===== config.mk =====
export PLATFORM = sky130hd
export DESIGN_NAME = camera_fifo_burst_sched
export DESIGN_NICKNAME = d
export VERILOG_FILES = /design/src/rtl/camera_fifo_sched_pkg.sv /design/src/rtl/rr_arbiter_n.sv /design/src/rtl/camera_fifo_burst_sched.sv
export SDC_FILE = /design/constraint.sdc
export NUM_CORES = 1
export LEC_CHECK = 0
export CORE_MARGIN = 1.5
export CORE_UTILIZATION = 35
export CTS_BUF_LIST = sky130_fd_sc_hd__clkbuf_4
export DETAILED_ROUTE_END_ITERATION = 16
export GPL_TIMING_DRIVEN = 0
export HOLD_SLACK_MARGIN = 0.02
export PLACE_DENSITY = 0.83
export SLEW_MARGIN = 5
export SYNTH_ARGS = -nofsm -noshare
export SYNTH_HDL_FRONTEND = slang
export SYNTH_SLANG_ARGS = --single-unit

===== constraint.sdc =====
create_clock -name clk -period 3 [get_ports clk]
set_input_delay 0.6 -clock clk [delete_from_list [all_inputs] [get_ports clk]]
set_output_delay 0.6 -clock clk [all_outputs]
set_load 0.02 [all_outputs]

===== src/rtl/camera_fifo_sched_pkg.sv =====
// Shared types and helpers for the camera FIFO burst scheduler.
package camera_fifo_sched_pkg;

  typedef logic [2:0] state_t;

  localparam state_t S_IDLE = 3'd0;
  localparam state_t S_ARB  = 3'd1;
  localparam state_t S_REQ  = 3'd2;
  localparam state_t S_DATA = 3'd3;
  localparam state_t S_DONE = 3'd4;

  // Fixed width of burst_ch; supports up to 8 channels.
  localparam int CH_W = 3;

  function automatic logic [15:0] min_len(input logic [15:0] level, input logic [15:0] blen);
    return (level < blen) ? level : blen;
  endfunction

endpackage


===== src/rtl/rr_arbiter_n.sv =====
// Combinational rotate-priority encoder: first set bit of elig at or after rr_ptr.
module rr_arbiter_n
  import camera_fifo_sched_pkg::*;
#(
  parameter int N_CH = 4
) (
  input  logic [N_CH-1:0] elig,
  input  logic [CH_W-1:0] rr_ptr,
  output logic [CH_W-1:0] grant,
  output logic            any_grant
);

  localparam logic [CH_W:0] NCH = (CH_W+1)'(N_CH);

  logic [15:0]   elig_ext;
  logic [CH_W:0] idx;

  // Scan from the farthest offset down so the closest eligible channel wins last.
  always_comb begin
    elig_ext  = 16'(elig);
    grant     = '0;
    any_grant = |elig;
    idx       = '0;
    for (int k = N_CH - 1; k >= 0; k--) begin
      idx = {1'b0, rr_ptr} + (CH_W+1)'(k);
      if (idx >= NCH) idx = idx - NCH;
      if (elig_ext[idx]) grant = idx[CH_W-1:0];
    end
  end

endmodule


===== src/rtl/camera_fifo_burst_sched.sv =====
// Round-robin burst scheduler sharing one DDR write-master port among N camera FIFOs.
module camera_fifo_burst_sched
  import camera_fifo_sched_pkg::*;
#(
  parameter int N_CH      = 4,
  parameter int DATA_W    = 32,
  parameter int LVL_W     = 11,
  parameter int BURST_LEN = 16,
  parameter int LEN_W     = 9
) (
  input  logic                   clk,
  input  logic                   rst,
  input  logic                   flush,
  input  logic [N_CH*LVL_W-1:0]  ch_level,
  input  logic [N_CH-1:0]        ch_rd_vld,
  input  logic [N_CH*DATA_W-1:0] ch_rd_data,
  output logic [N_CH-1:0]        ch_rd_en,
  output logic                   burst_req,
  output logic [CH_W-1:0]        burst_ch,
  output logic [LEN_W-1:0]       burst_len,
  input  logic                   burst_ack,
  output logic [DATA_W-1:0]      m_data,
  output logic                   m_valid,
  input  logic                   m_ready,
  output logic                   m_last,
  output logic                   busy
);

  localparam int NX = 2 ** CH_W;

  state_t            state;
  logic [CH_W-1:0]   rr_ptr;
  logic [LEN_W-1:0]  beat_cnt;
  logic [N_CH-1:0]   elig;
  logic [CH_W-1:0]   grant;
  logic              any_grant;
  logic              beat;
  logic [NX-1:0]     vld_ext;
  logic [NX-1:0]     en_ext;
  logic [LVL_W-1:0]  lvl_ext [NX];
  logic [DATA_W-1:0] dat_ext [NX];

  // Channel views padded to 2**CH_W so burst_ch/grant index them directly.
  always_comb begin
    for (int i = 0; i < NX; i++) begin
      lvl_ext[i] = '0;
      dat_ext[i] = '0;
    end
    elig = '0;
    for (int i = 0; i < N_CH; i++) begin
      lvl_ext[i] = ch_level[i*LVL_W +: LVL_W];
      dat_ext[i] = ch_rd_data[i*DATA_W +: DATA_W];
      elig[i]    = (lvl_ext[i] >= LVL_W'(BURST_LEN)) || (flush && (lvl_ext[i] != '0));
    end
  end

  rr_arbiter_n #(.N_CH(N_CH)) u_arb (
    .elig      (elig),
    .rr_ptr    (rr_ptr),
    .grant     (grant),
    .any_grant (any_grant)
  );

  assign vld_ext   = NX'(ch_rd_vld);
  assign m_valid   = (state == S_DATA) && vld_ext[burst_ch];
  assign m_data    = dat_ext[burst_ch];
  assign beat      = m_valid && m_ready;
  assign m_last    = m_valid && (beat_cnt == burst_len - LEN_W'(1));
  assign en_ext    = NX'(beat) << burst_ch;
  assign ch_rd_en  = en_ext[N_CH-1:0];
  assign burst_req = (state == S_REQ);
  assign busy      = (state != S_IDLE);

  always_ff @(posedge clk) begin
    if (rst) begin
      state     <= S_IDLE;
      rr_ptr    <= '0;
      beat_cnt  <= '0;
      burst_ch  <= '0;
      burst_len <= '0;
    end else begin
      case (state)
        S_IDLE: if (|elig) state <= S_ARB;
        S_ARB: begin
          if (any_grant) begin
            burst_ch  <= grant;
            burst_len <= LEN_W'(min_len(16'(lvl_ext[grant]), 16'(BURST_LEN)));
            state     <= S_REQ;
          end else begin
            state <= S_IDLE;
          end
        end
        S_REQ: begin
          if (burst_ack) begin
            beat_cnt <= '0;
            state    <= S_DATA;
          end
        end
        S_DATA: begin
          if (beat) begin
            beat_cnt <= beat_cnt + LEN_W'(1);
            if (m_last) state <= S_DONE;
          end
        end
        S_DONE: begin
          rr_ptr <= (burst_ch == CH_W'(N_CH - 1)) ? '0 : burst_ch + CH_W'(1);
          state  <= S_IDLE;
        end
        default: state <= S_IDLE;
      endcase
    end
  end

`ifndef SYNTHESIS
  a_onehot_pop: assert property (@(posedge clk) disable iff (rst) $onehot0(ch_rd_en));
  a_req_hold:   assert property (@(posedge clk) disable iff (rst) burst_req && !burst_ack |=> burst_req);
`endif

endmodule


# Word level (Yosys, flattened, before mapping)
# Cells that the tools add are included.
# totals
regBits	27
output_inout_bits	52
# op_classes
n_addsub	10
order_cmp	16
eq_ne	10
shift	1
mux	35
bitwise_logic	2
n_reduce_logical	22
# ops
operator	n
$bmux 32 s3	1
$mux 32	2
$ge 11x5->1 const B	4
$reduce_bool 11->1	4
$bmux 11 s3	1
$mux 3	9
$mux 9	3
$mux 11	2
$lt 4x5->1 const B	4
$pmux 9 s2	1
$bmux 1 s4	4
$mux 4	4
$ge 4x3->1 const B	3
$pmux 3 s4	1
$sub 4x3->4 const B	3
$lt 11x5->1 const B	1
$add 9x1->9 const B	1
$eq 3x2->1 const B	3
$eq 9x9->1	1
$sub 9x1->9 const B	1
$add 3x2->4 const B	2
$ge 4x4->1 const B	2
$not 3->4	2
$logic_and 1x1->1	7
21 further kinds	30

# Logic depth before layout (Yosys ltp)
# Gate-level depths: netlist of the first run.
# logic_depth
word_depth	15
mapped_depth	12
ltp_nobuf	10

# By module
# A second synthesis of the first run with hierarchy kept.
# unflattened
cells_unflattened	334
area_unflattened_um2	3189.3
# modules_own_cells
module	n_inst	cells_per_inst	area_per_inst_um2	seq_area_each_um2
camera_fifo_burst_sched	1	292	2900.3	540.5
rr_arbiter_n	1	42	289.0	0.0

# Worst setup path after synthesis of the first run
# No wires, ideal clock.
# synth_timing
path_type	register to output
start	reg burst_ch[0]
end	out m_data[10]
arrival_ps	2336
slack_ps	64
stages_incl_launch_ff	5
n_path_buf	2
path_cell_list	dfxtp_1 -> buf_1 -> buf_1 -> mux4_2 -> nor2b_1
# synth_via
elab_chain_cells	4
# synth_rtl
item	line_no	source
start, declared	camera_fifo_burst_sched.sv:19	output logic [CH_W-1:0] burst_ch,
start signal, assigned	camera_fifo_burst_sched.sv:86	burst_ch <= grant;
$not 3->4 (implied by the code)	camera_fifo_burst_sched.sv:66	assign m_data = dat_ext[burst_ch];
$bmux 32 s3	camera_fifo_burst_sched.sv:66	
$mux 32 (implied by the code) (2 in series)	camera_fifo_burst_sched.sv:66	
end, declared	camera_fifo_burst_sched.sv:22	output logic [DATA_W-1:0] m_data,
# Every way passes these cells. The select of a mux whose other input is x is not followed.

# Worst setup path in the final report of the first run
# layout_timing
start	in ch_level[5]
end	reg burst_len[1]
# layout_via
elab_chain_cells	15
word_cells_on_any_way	24
classes_between	order compare (2); mux (16); bitwise (1); reduce/logical (5)
# layout_rtl
item	line_no	source
start, declared	camera_fifo_burst_sched.sv:14	input logic [N_CH*LVL_W-1:0] ch_level,
parallel branches: the longest is 15 deep, another holds $ge 11x5->1	-	
end signal, assigned	camera_fifo_burst_sched.sv:87	burst_len <= LEN_W'(min_len(16'(lvl_ext[grant]), 16'(BURST_LEN)));
end, declared	camera_fifo_burst_sched.sv:20	output logic [LEN_W-1:0] burst_len,
# Several ways; the timed one is not identified. The select of a mux whose other input is x is not followed.
# A chain may end at the register's enable or synchronous reset.

==> metrics.csv, run 1 <==
stage,metric,value,unit
status,status,finished with violations,
status,violated checks,negative setup slack,
sta,endpoints failing setup,6,
critical_path,crit path kind,in2reg,
sta,Pins Over Slew Limit,0,
yosys,"EDFF count, synth",0,
sta,Period minus WS final,3.14,ns
critical_path,worst-path cell chain,"clkdlybuf4s50_1, nor3_1, nand3_1, mux2i_1, a21oi_1, a211oi_2, buf_6, buf_12, mux2i_1, mux2_2, o41ai_2",
yosys,Yosys cell types,55,
clocking,CTS tree,yes,
sta,Final Hold Fails,0,
critical_path,Max stage delay on crit path,0.59,ns
power,leak pwr,2.21,nW
detailed_routing,DRC Markers,0,
critical_path,"Data arrival, critical path",3.39,ns
placed_design,HPWL after detailed placement,10700,µm
critical_path,Critical Path RT,3.25,ns
run,max-cap violations,0,
layout,final core occ,70.3,%
detailed_routing,average wire per cell in the routed design,20.6,µm
yosys,most frequent cell after synthesis,nor2b_1,
yosys,main flop type after synthesis,dfxtp_1,
critical_path,Critical-path top delay cell,nor3_1,
critical_path,crit-path leading delay family,simple AND/OR/NAND/NOR gates,
sta,Final WS setup,-0.138,ns
clocking,worst-skew pair later-pin latency,0.34,ns
global_routing,first-pass GRT wire length,19200,µm
clocking,CTS root buf,clkbuf_4,
layout,share of layout cells above drive strength 1,19.2,%
global_routing,antenna violations before repair,0,
yosys,Synth area leaders,"mux4_2 24%, dfxtp_1 18%, nor2b_1 7.0%",
yosys,Mapped Cells,323,
floorplan,Die X,96.4,µm
floorplan,I/O pin cnt,233,
floorplan,starting density of the core,36.6,%
floorplan,Die Area,9300,µm²
clocking,Num CTS Buffers,3,
layout,Fill cells,630,
layout,Post-Layout Cell Count,672,
sta,RSZ-0062 raised after global routing,true,
critical_path,Crit. End Element,flip-flop,
yosys,"Async S/R FF share, synth",0,%
yosys,Synth Area per Inst,9.46,µm²
clocking,Max H-tree Level,1,
sta,worst-margin pin slew,0.683,ns
detailed_routing,Iteration-0 DRC Markers,204,
floorplan,Core Area,8340,µm²
detailed_routing,Routed WL,13800,µm
detailed_routing,Vias,3821,
clocking,"Reg clk slew, reported paths",0.15,ns
global_routing,number of global-route vias before repair,3831,
sta,clock skew,0.00500,ns
placed_design,placed instance count,659,
clocking,clock buffer depth,2,
layout,number of diodes,0,
global_routing,largest net degree at the start of global routing,15,
yosys,Ys Warns,0,
yosys,Post-synth top cells,"34 x nor2b_1, 33 x mux4_2, 27 x dfxtp_1",
sta,Slew HR,54.1,%
critical_path,worst path bufs/invs,3,
sta,final worst path period share,105,%
detailed_routing,drt first pass iters,5,
critical_path,CP startpoint kind,input pin,
placed_design,gpl congestion,0.882,
detailed_routing,drt via density,5.69,
yosys,mapped cell area,3050,µm²
critical_path,crit-path most repeated cell,mux2i_1,
floorplan,DIE HEIGHT,96.4,µm
yosys,"FF+latch count, synth",27,
floorplan,row count,33,
placed_design,Placement Setup Slack,-0.713,ns
clocking,CTS Sinks,27,
yosys,cell taking the most area after synthesis,mux4_2,
placed_design,Port Buffer Count,231,
global_routing,Tot GR Track Use,27.0,%
power,PD cells,179,nW/µm²
yosys,Synthesized Nets,508,
critical_path,maximum fanout along the worst path,5,
yosys,post-synth top area share,24.3,%
layout,nets,753,
min_path,Hold Path Class,reg2reg,
power,Peak VDD IR,0.226,mV
layout,Synth-to-Final Area Change,92.1,%
global_routing,grt total ovfl,0,
sta,FMAX,0.319,GHz
clocking,post-cts hold buffer count,0,
yosys,sequential share of the synthesized area,17.7,%
detailed_routing,DRT antenna net count,0,
## cell families (layout without fill, tap and decap cells)
logic type	after synthesis	count (layout)	synth area share (%)
fa+ha+maj	4	4	1.64
xor+xnor	17	17	4.87
simple gates	140	140	26.3
compound gates	54	54	14.6
mux	51	51	30.8
flops	27	27	17.7
buf+inv	30	274	4.14
## flip-flops by register name, summed over array words and instances (netlist names)
| register | cells |
|---|---|
| burst_len | 9 |
| rr_ptr | 3 |
| state | 3 |
| beat_cnt | 9 |
| burst_ch | 3 |
## area by class of cell
cell class,instances,area [µm²],share of cell area (%)
Multi-Input combinational cell,266,2550,43.5
Timing Repair Buffer,241,2420,41.3
Sequential cell,27,554,9.45
Buffer,20,139,2.37
Tap cell,105,131,2.24
Inverter,9,33.8,0.576
Clock buffer,4,30.0,0.512
## worst paths after layout
path	startpoint	endpoint	slack, ns	cells past startpoint
setup / recovery	ch_level[5]	burst_len[1]	-0.14	11
hold / removal	burst_len[8]	burst_len[8]	0.52	1
setup reg to reg	rr_ptr[1]	burst_len[1]	0.08	12
hold reg to reg	burst_len[8]	burst_len[8]	0.52	1
## power by group
group          switching, W  internal (W)
clock network      0.000117     0.0000614
logic              0.000176      0.000327
registers        0.00000667      0.000362
## placed cells by master (no fill, tap or decap), drive strengths merged, types with 14 or more instances in the layout
master	netlist	routed
clkdlybuf4s50	0	199
nor2b	34	34
mux4	33	33
dfxtp	27	27
nor2	24	24
nand2	23	23
clkbuf	12	19
buf	9	17
dlygate4sd2	0	16
mux2i	14	14
## repair_timing
| action | CTS | global route |
|---|---|---|
| endpoints found under the hold margin | 0 | 0 |
| gates resized for setup | 58 | 47 |
| pin swaps | 4 | 13 |
| setup buffers | 7 | 3 |
| endpoints found under the setup margin | 42 | 24 |
## routing by layer
| layer | track usage [%] | up-vias | wire length, µm |
|---|---|---|---|
| li1 | - | 1721 | - |
| met1 | 28.4 | 1840 | 4790 |
| met2 | 50.1 | 209 | 7190 |
| met3 | 6.34 | 51 | 1260 |
| met4 | 13.2 | 0 | 587 |
| met5 | 0 | - | 0 |
## metrics by stage
stage	TNS [ns]	hold slack, ns	cell area, µm²	total power (W)
finish	-0.518	0.525	5870	0.00105
floorplan	0	0.488	3050	0.000538
global placement	-16.08	0.488	5500	0.000852
detailed placement	-18.57	0.494	5500	0.000862
CTS	-0.0415	0.518	5660	0.00103
global route	-0.809	0.528	5870	0.00109
Power figures use the tool's default switching activity.
==> run 2, diff against run 1 <==
--- a/config.mk
+++ b/config.mk
@@ -6,13 +6,14 @@
 export NUM_CORES = 1
 export LEC_CHECK = 0
 export CORE_MARGIN = 1.5
-export CORE_UTILIZATION = 35
+export CORE_UTILIZATION = 32
 export CTS_BUF_LIST = sky130_fd_sc_hd__clkbuf_4
 export DETAILED_ROUTE_END_ITERATION = 16
 export GPL_TIMING_DRIVEN = 0
 export HOLD_SLACK_MARGIN = 0.02
-export PLACE_DENSITY = 0.83
+export PLACE_DENSITY = 0.88
 export SLEW_MARGIN = 5
 export SYNTH_ARGS = -nofsm -noshare
 export SYNTH_HDL_FRONTEND = slang
 export SYNTH_SLANG_ARGS = --single-unit
+export TNS_END_PERCENT = 30
==> constraint.sdc (replaced) <==
create_clock -name clk -period 2.7 [get_ports clk]
set_input_delay 0.54 -clock clk [delete_from_list [all_inputs] [get_ports clk]]
set_output_delay 0.54 -clock clk [all_outputs]
set_load 0.02 [all_outputs]
==> run 2 against run 1 <==
Net effect: the run still ends with negative setup slack left; cell count grew 4.9%; clock power up 3%; core utilization shrank 4.9 points; global-route usage fell by 3.5 points; sequential share of layout area is 0.14 points lower; first-iteration DRC count decreased by 34%; power grew 8.6%; wire length is 0.27% higher; via count down 1.3%; sequential cell count stayed put; die area up 9.1%.
==> metrics.csv, run 2 (synthesis gave the netlist of run 1 again) <==
stage,metric,value,unit,change
status,status,finished with violations,,unchanged
status,violated checks,negative setup slack,,unchanged
detailed_routing,drt first pass iters,4,,was 5
placed_design,Post-DP Area,5530,µm²,was 5500 µm²
global_routing,grt total ovfl,0,,unchanged
min_path,Hold Crit Endpoint,burst_len[8],,unchanged
critical_path,Register-to-Register Path Depth,11,,was 12
min_path,Hold Path Class,reg2reg,,unchanged
layout,"commonest non-fill, non-tap cell in the layout",clkdlybuf4s50_1,,unchanged
power,PD cells,189,nW/µm²,was 179 nW/µm²
layout,Synth-to-Final Area Change,98.0,%,was 92.1%
layout,Multi-input gate area,2620,µm²,was 2550 µm²
critical_path,Max stage delay on crit path,0.58,ns,was 0.59 ns
critical_path,R2R setup slack,0,ns,was 0.08 ns
detailed_routing,average wire per cell in the routed design,19.7,µm,was 20.6 µm
floorplan,starting density of the core,33.1,%,was 36.6%
critical_path,worst-path cell chain,"or4_4, nor4_4, xnor2_1, o21a_1, or4_4, inv_2, buf_6",,"was clkdlybuf4s50_1, nor3_1, nand3_1, mux2i_1, a21oi_1, a211oi_2, buf_6, buf_12, mux2i_1, mux2_2, o41ai_2"
detailed_routing,Vias,3770,,"was 3,821"
sta,clock skew,0.0212,ns,was 0.00500 ns
critical_path,Crit Reg-Reg Startpoint,rr_ptr[0],,was rr_ptr[1]
min_path,worst hold path cell count,1,,unchanged
sta,final worst path period share,108,%,
detailed_routing,DRT antenna net count,0,,unchanged
power,Seq pwr share,35.7,%,was 35.1%
clocking,post-cts hold buffer count,0,,unchanged
sta,RSZ-0062 raised after global routing,true,,unchanged
sta,Final Hold Fails,0,,unchanged
clocking,CTS root buf,clkbuf_4,,unchanged
critical_path,CP startpoint kind,flip-flop,,was input pin
critical_path,reg2reg end,burst_len[1],,unchanged
layout,final instance area,6050,µm²,was 5870 µm²
power,clock share of power,16.1,%,was 17.0%
critical_path,Crit. End Element,output pin,,was flip-flop
floorplan,I/O pin cnt,233,,unchanged
placed_design,Port Buffer Count,231,,unchanged
floorplan,DIE HEIGHT,101,µm,was 96.4 µm
detailed_routing,DRC Markers,0,,unchanged
global_routing,antenna violations before repair,0,,unchanged
critical_path,Critical-path top delay cell,or4_4,,was nor3_1
sta,endpoints failing setup,2,,was 6
min_path,Worst Hold Launch,burst_len[8],,unchanged
floorplan,row count,35,,was 33
clocking,worst-skew pair later-pin latency,0.35,ns,was 0.34 ns
layout,nets,762,,was 753
clocking,Num CTS Buffers,3,,unchanged
sta,hold slack,0.517,ns,was 0.525 ns
detailed_routing,Iteration-0 DRC Markers,134,,was 204
layout,Largest regs,"beat_cnt: 9 flops, burst_len: 9 flops",,unchanged
detailed_routing,Routed WL,13900,µm,"was 13,800 µm"
layout,"commonest cells after routing, fill and taps aside","152 x clkdlybuf4s50_1, 40 x dlymetal6s2s_1, 34 x nor2b_1",,"was 199 x clkdlybuf4s50_1, 34 x nor2b_1, 33 x mux4_2"
power,combinational share of power,48.2,%,was 47.9%
global_routing,largest net degree at the start of global routing,17,,was 15
sta,Slew HR,66.0,%,was 54.1%
layout,share of layout cells above drive strength 1,25.0,%,was 19.2%
layout,register cell area after layout,563,µm²,was 554 µm²
critical_path,crit-path most repeated cell,or4_4,,was mux2i_1
layout,number of diodes,0,,unchanged
clocking,Max H-tree Level,1,,unchanged
power,NetSw,0.000338,W,was 0.000300 W
critical_path,worst path bufs/invs,2,,was 3
power,Peak VDD IR,0.244,mV,was 0.226 mV
clocking,clock buffer depth,2,,unchanged
critical_path,crit path kind,reg2out,,was in2reg
sta,Pins Over Slew Limit,0,,unchanged
floorplan,Die Area,10100,µm²,was 9300 µm²
sta,worst-margin pin slew,0.510,ns,was 0.683 ns
critical_path,maximum fanout along the worst path,3,,was 5
critical_path,"Data arrival, critical path",2.37,ns,was 3.39 ns
global_routing,Tot GR Track Use,23.4,%,was 27.0%
sta,Period minus WS final,2.91,ns,
power,leak pwr,2.52,nW,was 2.21 nW
critical_path,Critical Path RT,2.16,ns,was 3.25 ns
critical_path,crit-path leading delay family,simple AND/OR/NAND/NOR gates,,unchanged
detailed_routing,drt via density,5.35,,was 5.69
run,max-cap violations,0,,unchanged
floorplan,Core Area,9240,µm²,was 8340 µm²
power,P_int,0.000803,W,was 0.000750 W
sta,FMAX,0.344,GHz,
placed_design,gpl congestion,0.908,,was 0.882
sta,Final WS setup,-0.209,ns,was -0.138 ns
global_routing,number of global-route vias before repair,3780,,"was 3,831"
power,sw frac,29.6,%,was 28.6%
clocking,CTS Sinks,27,,unchanged
global_routing,first-pass GRT wire length,18700,µm,"was 19,200 µm"
layout,Fill cells,708,,was 630
clocking,CTS tree,yes,,unchanged
floorplan,Die X,101,µm,was 96.4 µm
placed_design,HPWL after detailed placement,10500,µm,"was 10,700 µm"
clocking,"Reg clk slew, reported paths",0.16,ns,was 0.15 ns
## run 2: worst reg2reg max path, stage by stage (launching register included)
cell	delay, ns
dfxtp_2	0.42
inv_1	0.13
and4_4	0.22
buf_4	0.14
a2111oi_4	0.34
o21ai_1	0.14
a211oi_2	0.29
buf_6	0.18
buf_12	0.12
mux2i_1	0.07
mux2_4	0.27
o41ai_2	0.28
## run 2: power by group through the flow
stage          registers (W)  logic [W]  clock network (W)
5_1_grt             0.000408   0.000577           0.000201
4_1_cts             0.000409   0.000533           0.000179
3_5_place_dp        0.000420   0.000537                  0
6_report            0.000407   0.000549           0.000184
3_3_place_gp        0.000420   0.000528                  0
2_1_floorplan       0.000421   0.000177                  0
## run 2: stage by stage
step                      setup TNS [ns]  power [W]  setup slack [ns]  std cells  utilization (%)
after global routing              -0.590    0.00119            -0.270        705             65.4
after global placement            -28.91   0.000948             -1.02        683             59.8
after CTS                          -1.29    0.00112            -0.221        695             62.1
after floorplan                    -1.73   0.000598            -0.173        323                -
after detailed placement          -29.30   0.000958            -0.991        683             59.8
final                             -0.228    0.00114            -0.209        705             65.4
## run 2: worst max-delay path by stage
stage               cells after the start          to          from  slack (ns)
global placement                        5  m_data[23]   burst_ch[0]       -1.02
finish                                  7      m_last  burst_len[3]       -0.21
floorplan                               4  m_data[17]   burst_ch[0]       -0.17
detailed placement                      5  m_data[23]   burst_ch[0]       -0.99
global route                            7      m_last  burst_len[3]       -0.27
CTS                                     7      m_last  burst_len[3]       -0.22
## run 2: timing repair
item,CTS,global route
pin swaps,6,19
setup buffers,9,10
cloned,0,0
gates resized for setup,92,124
endpoints found under the setup margin,50,41
## run 2: layout make-up
cell class / instances / share of cell area, %
repair buffers: 250 / 41.0
well taps: 129 / 2.67
clock buffers: 3 / 0.373
clock inverters: 1 / 0.124
inverters: 9 / 0.621
flip-flops and latches: 27 / 9.31
plain buffers: 20 / 2.63
multi-input cells: 266 / 43.3
## run 2: metal layers
metal  up-vias  wire length, µm  global-route usage [%]  part of all wire [%]
met5         -                0                       0                     0
met3        36             1070                    4.99                   7.7
met4         0              482                    6.83                   3.5
met1      1801             4830                    23.5                    35
met2       197             7480                    47.5                    54
li1       1736                -                       -                     -
